File: src/rtl/grid_coloring_enum.sv
`default_nettype none
// ============================================================================
// Module      : grid_coloring_enum
// Description : Enumerates proper 2-colorings of the 2x3 grid graph that match
//               the caller's pinned vertex colors; streams them over valid/ready.
// Revision    : 1.0 - initial release
// ============================================================================
module grid_coloring_enum #(
    parameter int MAX_SOL = 0
) (
    input  logic       clk,
    input  logic       rst_n,
    input  logic       start,
    input  logic       abort,
    input  logic [5:0] pin_mask,
    input  logic [5:0] pin_val,
    output logic       sol_valid,
    input  logic       sol_ready,
    output logic [5:0] sol_color,
    output logic [6:0] sol_count,
    output logic       busy,
    output logic       done
);

    localparam logic [1:0] c_IDLE = 2'd0;
    localparam logic [1:0] c_SCAN = 2'd1;
    localparam logic [1:0] c_HOLD = 2'd2;
    localparam logic [1:0] c_DONE = 2'd3;

    localparam logic [6:0] c_MAX_SOL  = 7'(MAX_SOL);
    localparam logic [5:0] c_LAST     = 6'd63;

    logic [1:0] r_state;
    logic [5:0] r_cand;
    logic [5:0] r_pin_mask;
    logic [5:0] r_pin_val;

    logic       w_proper;
    logic       w_pin_ok;
    logic       w_hit;
    logic [6:0] w_count_next;
    logic       w_limit;

    // A proper 2-coloring needs every edge to join differently colored vertices.
    assign w_proper = (r_cand[0] ^ r_cand[1]) & (r_cand[0] ^ r_cand[3]) &
                      (r_cand[1] ^ r_cand[2]) & (r_cand[1] ^ r_cand[4]) &
                      (r_cand[2] ^ r_cand[5]) & (r_cand[3] ^ r_cand[4]) &
                      (r_cand[4] ^ r_cand[5]);
    assign w_pin_ok     = ((r_cand ^ r_pin_val) & r_pin_mask) == 6'd0;
    assign w_hit        = w_proper & w_pin_ok;
    assign w_count_next = (sol_count == 7'd127) ? sol_count : sol_count + 7'd1;
    assign w_limit      = (c_MAX_SOL != 7'd0) && (w_count_next == c_MAX_SOL);

    always_ff @(posedge clk or negedge rst_n) begin
        if (!rst_n) begin
            r_state    <= c_IDLE;
            r_cand     <= 6'd0;
            r_pin_mask <= 6'd0;
            r_pin_val  <= 6'd0;
            sol_valid  <= 1'b0;
            sol_color  <= 6'd0;
            sol_count  <= 7'd0;
            busy       <= 1'b0;
            done       <= 1'b0;
        end else if (abort) begin
            r_state   <= c_IDLE;
            sol_valid <= 1'b0;
            busy      <= 1'b0;
            done      <= 1'b0;
        end else begin
            case (r_state)
                c_IDLE, c_DONE: begin
                    if (start) begin
                        r_state    <= c_SCAN;
                        r_cand     <= 6'd0;
                        sol_count  <= 7'd0;
                        r_pin_mask <= pin_mask;
                        r_pin_val  <= pin_val;
                        busy       <= 1'b1;
                        done       <= 1'b0;
                    end
                end
                c_SCAN: begin
                    if (w_hit) begin
                        r_state   <= c_HOLD;
                        sol_color <= r_cand;
                        sol_valid <= 1'b1;
                    end else if (r_cand == c_LAST) begin
                        r_state <= c_DONE;
                        busy    <= 1'b0;
                        done    <= 1'b1;
                    end else begin
                        r_cand <= r_cand + 6'd1;
                    end
                end
                c_HOLD: begin
                    if (sol_ready) begin
                        sol_count <= w_count_next;
                        sol_valid <= 1'b0;
                        if ((r_cand == c_LAST) || w_limit) begin
                            r_state <= c_DONE;
                            busy    <= 1'b0;
                            done    <= 1'b1;
                        end else begin
                            r_state <= c_SCAN;
                            r_cand  <= r_cand + 6'd1;
                        end
                    end
                end
                default: r_state <= c_IDLE;
            endcase
        end
    end

endmodule
`default_nettype wire

File: config.mk
export PLATFORM = sky130hd
export DESIGN_NAME = grid_coloring_enum
export DESIGN_NICKNAME = d
export VERILOG_FILES = /design/src/rtl/grid_coloring_enum.sv
export SDC_FILE = /design/constraint.sdc
export NUM_CORES = 1
export LEC_CHECK = 0
export CORE_UTILIZATION = 59
export CTS_BUF_LIST = sky130_fd_sc_hd__clkbuf_4
export DETAILED_ROUTE_END_ITERATION = 8
export PLACE_DENSITY = 0.95
export RECOVER_POWER = 100
export SLEW_MARGIN = 20
export SYNTH_ARGS = -nofsm -noshare
export SYNTH_HDL_FRONTEND = slang
export SYNTH_SLANG_ARGS = --single-unit
export TNS_END_PERCENT = 100
File: constraint.sdc
create_clock -name clk -period 4.3 [get_ports clk]
set_input_delay 1.29 -clock clk [delete_from_list [all_inputs] [get_ports clk]]
set_output_delay 1.29 -clock clk [all_outputs]
set_load 0.005 [all_outputs]
==> results of run 1 <==
-- final timing paths --
path | startpoint | slack (ps) | end
min in group asynchronous | rst_n | 1980 | r_cand[1]$_DFFE_PN0P_
setup reg to reg | r_cand[0]$_DFFE_PN0P_ | 1240 | sol_color[1]$_DFFE_PN0P_
setup / recovery | r_cand[0]$_DFFE_PN0P_ | 1240 | sol_color[1]$_DFFE_PN0P_
hold reg to reg | sol_color[2]$_DFFE_PN0P_ | 520 | sol_color[2]$_DFFE_PN0P_
hold / removal | sol_color[2]$_DFFE_PN0P_ | 520 | sol_color[2]$_DFFE_PN0P_
max in group asynchronous | rst_n | 1260 | r_pin_mask[4]$_DFFE_PN0P_
-- flip-flops by register name, summed over array words and instances, names as in the netlist, 2 cells and up --
register,flops
r_cand,6
r_pin_mask,6
r_pin_val,6
r_state,2
sol_color,6
sol_count,7
-- stage by stage --
step	power [mW]	utilization	setup slack, ps
2_1_floorplan	0.7651	-	1771
3_3_place_gp	0.8455	0.7492	1118
3_5_place_dp	0.8680	0.7492	988.1
4_1_cts	1.052	0.7671	1354
5_1_grt	1.108	0.7591	811.3
6_report	1.040	0.7591	1242
-- worst reg2reg max path: stages (launching register included) --
cell and delay [ps]:
dfrtp_1 520, ha_1 370, nand4_1 120, nor4_1 300, nand2_1 360, nor3_1 860
mux2_2 420
-- logic make-up after synthesis --
family          count (synthesis)  synth area share
simple gates                   54            0.1543
compound gates                 42            0.1568
flops                          36            0.4444
buf+inv                        22           0.04382
mux                            20            0.1099
xor+xnor                       11           0.04753
fa+ha+maj                       7           0.04321
-- metal layers --
| layer | track usage | vias up | part of all wire |
|---|---|---|---|
| met2 | 0.4129 | 54 | 0.49 |
| li1 | - | 781 | - |
| met3 | 0.04904 | 10 | 0.041 |
| met4 | 0.1688 | 0 | 0.022 |
| met1 | 0.3783 | 779 | 0.44 |
| met5 | 0 | - | 0 |
-- area by class of cell --
| type | instances | area share |
|---|---|---|
| Timing Repair Buffer | 33 | 0.1354 |
| Inverter | 11 | 0.01725 |
| Tap cell | 44 | 0.02300 |
| Clock buffer | 7 | 0.02196 |
| Sequential cell | 36 | 0.3764 |
| Clock inverter | 1 | 0.001568 |
| Multi-Input combinational cell | 134 | 0.4245 |
-- power by group --
part	total (mW)	internal, mW	switching [mW]
clock network	0.180	0.0754	0.105
registers	0.485	0.413	0.0718
logic	0.375	0.176	0.199
total	1.04	0.665	0.375
-- layout by cell type (no fill, tap or decap), types with 3 or more instances in the layout --
cell / netlist / routed
xnor2_1: 3 / 3
o211ai_1: 5 / 5
dfrtp_1: 36 / 36
or3_1: 5 / 5
a21oi_1: 6 / 6
nor3_1: 3 / 4
nor2_1: 8 / 8
mux2_2: 18 / 17
clkdlybuf4s50_1: 0 / 13
a31oi_1: 3 / 3
dlygate4sd3_1: 0 / 19
nand2_1: 10 / 10
nand3_1: 6 / 6
inv_1: 11 / 11
o2111ai_1: 3 / 3
a22oi_1: 3 / 3
ha_1: 7 / 7
clkbuf_4: 0 / 7
o21ai_0: 3 / 5
xor2_1: 8 / 8
nand4_1: 6 / 6
==> metrics.txt, run 1 <==
most numerous cell in the Yosys netlist dfrtp_1; Final Max Slew Viols 37; Ys Warns 0; clock latency on the worst-skew pair 340 ps; Seq/Total Area, Yosys 0.4444; largest area contributor in the netlist dfrtp_1; initial antenna violation count 0; Syn Nets 216; Routed Wire Length 4333 um; critical path cell sequence ha_1, nand4_1, nor4_1, nand2_1, nor3_1, mux2_2; CTS Buf Count 5; Worst Hold Class flop to flop; number of cells on the critical path 6; grt total ovfl 0; Multi-input gate area 0.001016 mm2; DRC Markers 0; Pleak 1.078 nW; dpl cells 258; root buf cell clkbuf_4; final setup vio count 0; die area 0.003674 mm2; Crit path required time 4530 ps; Finished Cell Area 0.002394 mm2; Commonest cells post-synth dfrtp_1 (36), mux2_2 (18), inv_1 (11); Buffers on Ports 32; synthesized instance count 192; Yosys top cell area share 0.4444; Hold Path Cell Cnt 1; Die W 60.62 um; CP top delay family simple AND/OR/NAND/NOR gates; Core Region 0.003153 mm2; Synth async-reset ratio 1.000; IO Pins 33; Area Growth Syn to Fin 18.09%; placed cell area 0.002362 mm2; Pre-Repair DR Iteration Count 4; Post-layout nets 245; Fin. Hold Viols 0; Filler cells 222; Syn Area/Cell 10.56 um2; Period minus WS final 3058 ps; first-pass GRT wire length 7169 um; Netlist cell types 49; n_diodes 0; drt wl/cell 16.29 um; H-tree Lvls 2; # rows 20; GRT Overall Usage 0.2765; Post-DRT Antenna Nets 0; run status complete, but fails checks; share of cells above drive strength 1 0.1171; fin crit share 0.7111; maxcap violations 1; Max-slew headroom -0.2326; worst hold slack 520.7 ps; Post-Route Skew 5.727 ps; placer congestion estimate 0.8502; Pwr Density 434.6 mW/mm2; failing checks capacitance limit, slew limit; RSZ-0062 raised after global routing no; Max Buffers Root-to-Sink 2; CP Launch Type flop; Post-synth EDFFs 0; ranking of synthesized cells by area dfrtp_1 (44%), mux2_2 (10%), ha_1 (4.3%); clock tree from TritonCTS yes; Synth Register Bits 36; IR drop worst, VDD 328.0 uV; Crit. End Element flop; initial DRC count 122; Worst Path Buf+Inv 0; WP data arrival 3290 ps; Initial Utilization 0.6429; via count 1,624; number of global-route vias before repair 1,565; Setup CP Type flop to flop; register area 900.9 um2; # resized after CTS 0; Post-Syn Area 0.002027 mm2; crit-path max cell delay 860 ps; Top FF cell, synth dfrtp_1; actual slew at the worst max-slew pin 1849 ps; Num Clock Sinks 36; R2R depth 6; TNS Setup 0 ps; cts-stage hold buffer count 0; Worst-path clk slew 100 ps; Non-Filler Instances 266; Via density 6.105; Die H 60.62 um; Slowest-stage cell, CP nor3_1; DP HPWL 3160 um; largest net degree at the start of global routing 37; postcts setup bufs 0; crit path max fanout 13; highest clock rate 327.0 MHz
Note: power is estimated with default switching activity, not from simulation.
==> inputs of run 2 (changes only) <==
--- a/config.mk
+++ b/config.mk
@@ -5,10 +5,10 @@
 export SDC_FILE = /design/constraint.sdc
 export NUM_CORES = 1
 export LEC_CHECK = 0
-export CORE_UTILIZATION = 59
+export CORE_UTILIZATION = 55
 export CTS_BUF_LIST = sky130_fd_sc_hd__clkbuf_4
 export DETAILED_ROUTE_END_ITERATION = 8
-export PLACE_DENSITY = 0.95
+export PLACE_DENSITY = 0.9
 export RECOVER_POWER = 100
 export SLEW_MARGIN = 20
 export SYNTH_ARGS = -nofsm -noshare
==> constraint.sdc (replaced) <==
create_clock -name clk -period 3 [get_ports clk]
set_input_delay 0.9 -clock clk [delete_from_list [all_inputs] [get_ports clk]]
set_output_delay 0.9 -clock clk [all_outputs]
set_load 0.005 [all_outputs]
==> metrics.txt, run 2 (same netlist as run 1, synthesis figures left out) <==
CP Launch Type flop; DP HPWL 2907 um (-8.0%); # resized after CTS 0 (unchanged); RSZ-0062 raised after global routing no; Fin. Hold Viols 0 (unchanged); drt wl/cell 15.06 um (-7.6%); TNS Setup 0 ps (unchanged); flop2flop setup slack 470 ps (-770 ps); number of global-route vias before repair 1,529 (-2.3%); IO Pins 33 (unchanged); # rows 21 (+5.0%); via count 1,604 (-1.2%); postcts setup bufs 0 (unchanged); Crit path required time 3240 ps (-1290 ps); IR drop worst, VDD 467.1 uV (+42%); Finished Cell Area 0.002447 mm2 (+2.2%); placed cell area 0.002380 mm2 (+0.74%); Die W 62.71 um (+3.4%); Hold Crit Start sol_color[0]$_DFFE_PN0P_; Period minus WS final 2531 ps (-527.0 ps); actual slew at the worst max-slew pin 874.1 ps (-974.8 ps); cts-stage hold buffer count 0 (unchanged); most flop-heavy register sol_count; max FFs per register 7 (unchanged); Worst-path clk slew 110 ps (about the same); placer congestion estimate 0.8981 (+5.6%); GRT Overall Usage 0.2353 (-0.04120); Pre-Repair DR Iteration Count 4 (unchanged); share of cells above drive strength 1 0.1429 (+0.02574); root buf cell clkbuf_4; H-tree Lvls 2 (unchanged); Worst Hold Class flop to flop; Max-slew headroom 0.4173 (+0.6498); Final Max Slew Viols 0 (-100%); n_diodes 0 (unchanged); Via density 5.941 (-2.7%); Buffers on Ports 32 (unchanged); largest net degree at the start of global routing 37 (unchanged); clock tree from TritonCTS yes; Crit. End Element flop; worst r2r src r_cand[0]$_DFFE_PN0P_; Hold Path Cell Cnt 1 (unchanged); grt total ovfl 0 (unchanged); fin crit share 0.8436 (+0.1325); Post-layout nets 247 (+0.82%); Setup CP Type flop to flop; Num Clock Sinks 36 (unchanged); Filler cells 270 (+22%); Die H 62.71 um (+3.4%); final setup vio count 0 (unchanged); Pwr Density 649.4 mW/mm2 (+49%); first-pass GRT wire length 7203 um (+0.47%); CTS Buf Count 5 (unchanged); Max Buffers Root-to-Sink 2 (unchanged); Post-Route Skew 9.594 ps (+3.867 ps); Core Region 0.003442 mm2 (+9.2%); run status completed; WP data arrival 2780 ps (-510 ps); DRC Markers 0 (unchanged); initial DRC count 134 (+9.8%); die area 0.003932 mm2 (+7.0%); clock latency on the worst-skew pair 350 ps (about the same); Post-DRT Antenna Nets 0 (unchanged); R2R depth 6 (unchanged); crit path max fanout 13 (unchanged); initial antenna violation count 0 (unchanged); Area Growth Syn to Fin 20.74%; highest clock rate 395.1 MHz (+21%); most frequent cells in the layout dfrtp_1 (36), mux2_2 (18), dlygate4sd3_1 (18); commonest non-fill, non-tap cell in the layout dfrtp_1; WHS Endpoint sol_color[0]$_DFFE_PN0P_; Routed Wire Length 4065 um (-6.2%); Pleak 1.106 nW (+2.6%); RR Endpoint sol_color[5]$_DFFE_PN0P_; Initial Utilization 0.5889 (-0.05398); maxcap violations 0 (-1)
[run 2: worst max-delay path by stage]
stage | depth (start not counted) | from | slack, ps | to
floorplan | 5 | abort | 860 | r_pin_mask[0]$_DFFE_PN0P_
global route | 6 | r_cand[0]$_DFFE_PN0P_ | 280 | sol_color[2]$_DFFE_PN0P_
detailed placement | 6 | start | 380 | r_cand[1]$_DFFE_PN0P_
global placement | 6 | start | 440 | r_cand[1]$_DFFE_PN0P_
CTS | 6 | r_cand[0]$_DFFE_PN0P_ | 540 | sol_color[5]$_DFFE_PN0P_
finish | 6 | r_cand[0]$_DFFE_PN0P_ | 470 | sol_color[5]$_DFFE_PN0P_
[run 2: metrics by stage]
step | hold slack [ps] | utilization | instances | power [mW] | setup slack [ps]
finish | 516.6 | 0.7110 | 270 | 1.589 | 469.1
floorplan | 479.3 | - | 192 | 1.097 | 861.4
CTS | 528.1 | 0.7146 | 270 | 1.602 | 542.4
global route | 536.3 | 0.7110 | 270 | 1.705 | 277.4
global placement | 488.9 | 0.6914 | 262 | 1.224 | 435.5
detailed placement | 499.5 | 0.6914 | 262 | 1.253 | 376.7
[run 2: per-layer routing]
metal,GRT usage,share of wire,vias to the layer above
met3,0.05474,0.048,6
li1,-,-,779
met4,0.08430,0.012,0
met5,0,0,-
met2,0.3601,0.46,54
met1,0.3258,0.48,765
[run 2: worst max-delay path: stages, from the launching register on]
cell,delay [ps]
dfrtp_1,520
ha_1,370
nand4_1,100
nor4_1,230
nand2_1,370
nor3_4,460
mux2_2,390
[run 2: cell type report]
| type | instances | area, um2 | share of cell area |
|---|---|---|---|
| multi-input combinational | 134 | 1031 | 0.4213 |
| sequential | 36 | 900.9 | 0.3681 |
| timing repair buffer | 35 | 336.6 | 0.1375 |
| tap | 46 | 57.56 | 0.02352 |
| clock buffer | 6 | 45.04 | 0.01840 |
| inverter | 11 | 41.29 | 0.01687 |
| clock inverter | 2 | 35.03 | 0.01431 |
[run 2: report_power, final]
part | total, mW | internal, mW | switching, mW | leakage (nW)
Sequential | 0.693 | 0.592 | 0.101 | 0.467
Combinational | 0.545 | 0.255 | 0.290 | 0.594
Clock | 0.351 | 0.184 | 0.167 | 0.0456
Total | 1.59 | 1.03 | 0.558 | 1.11
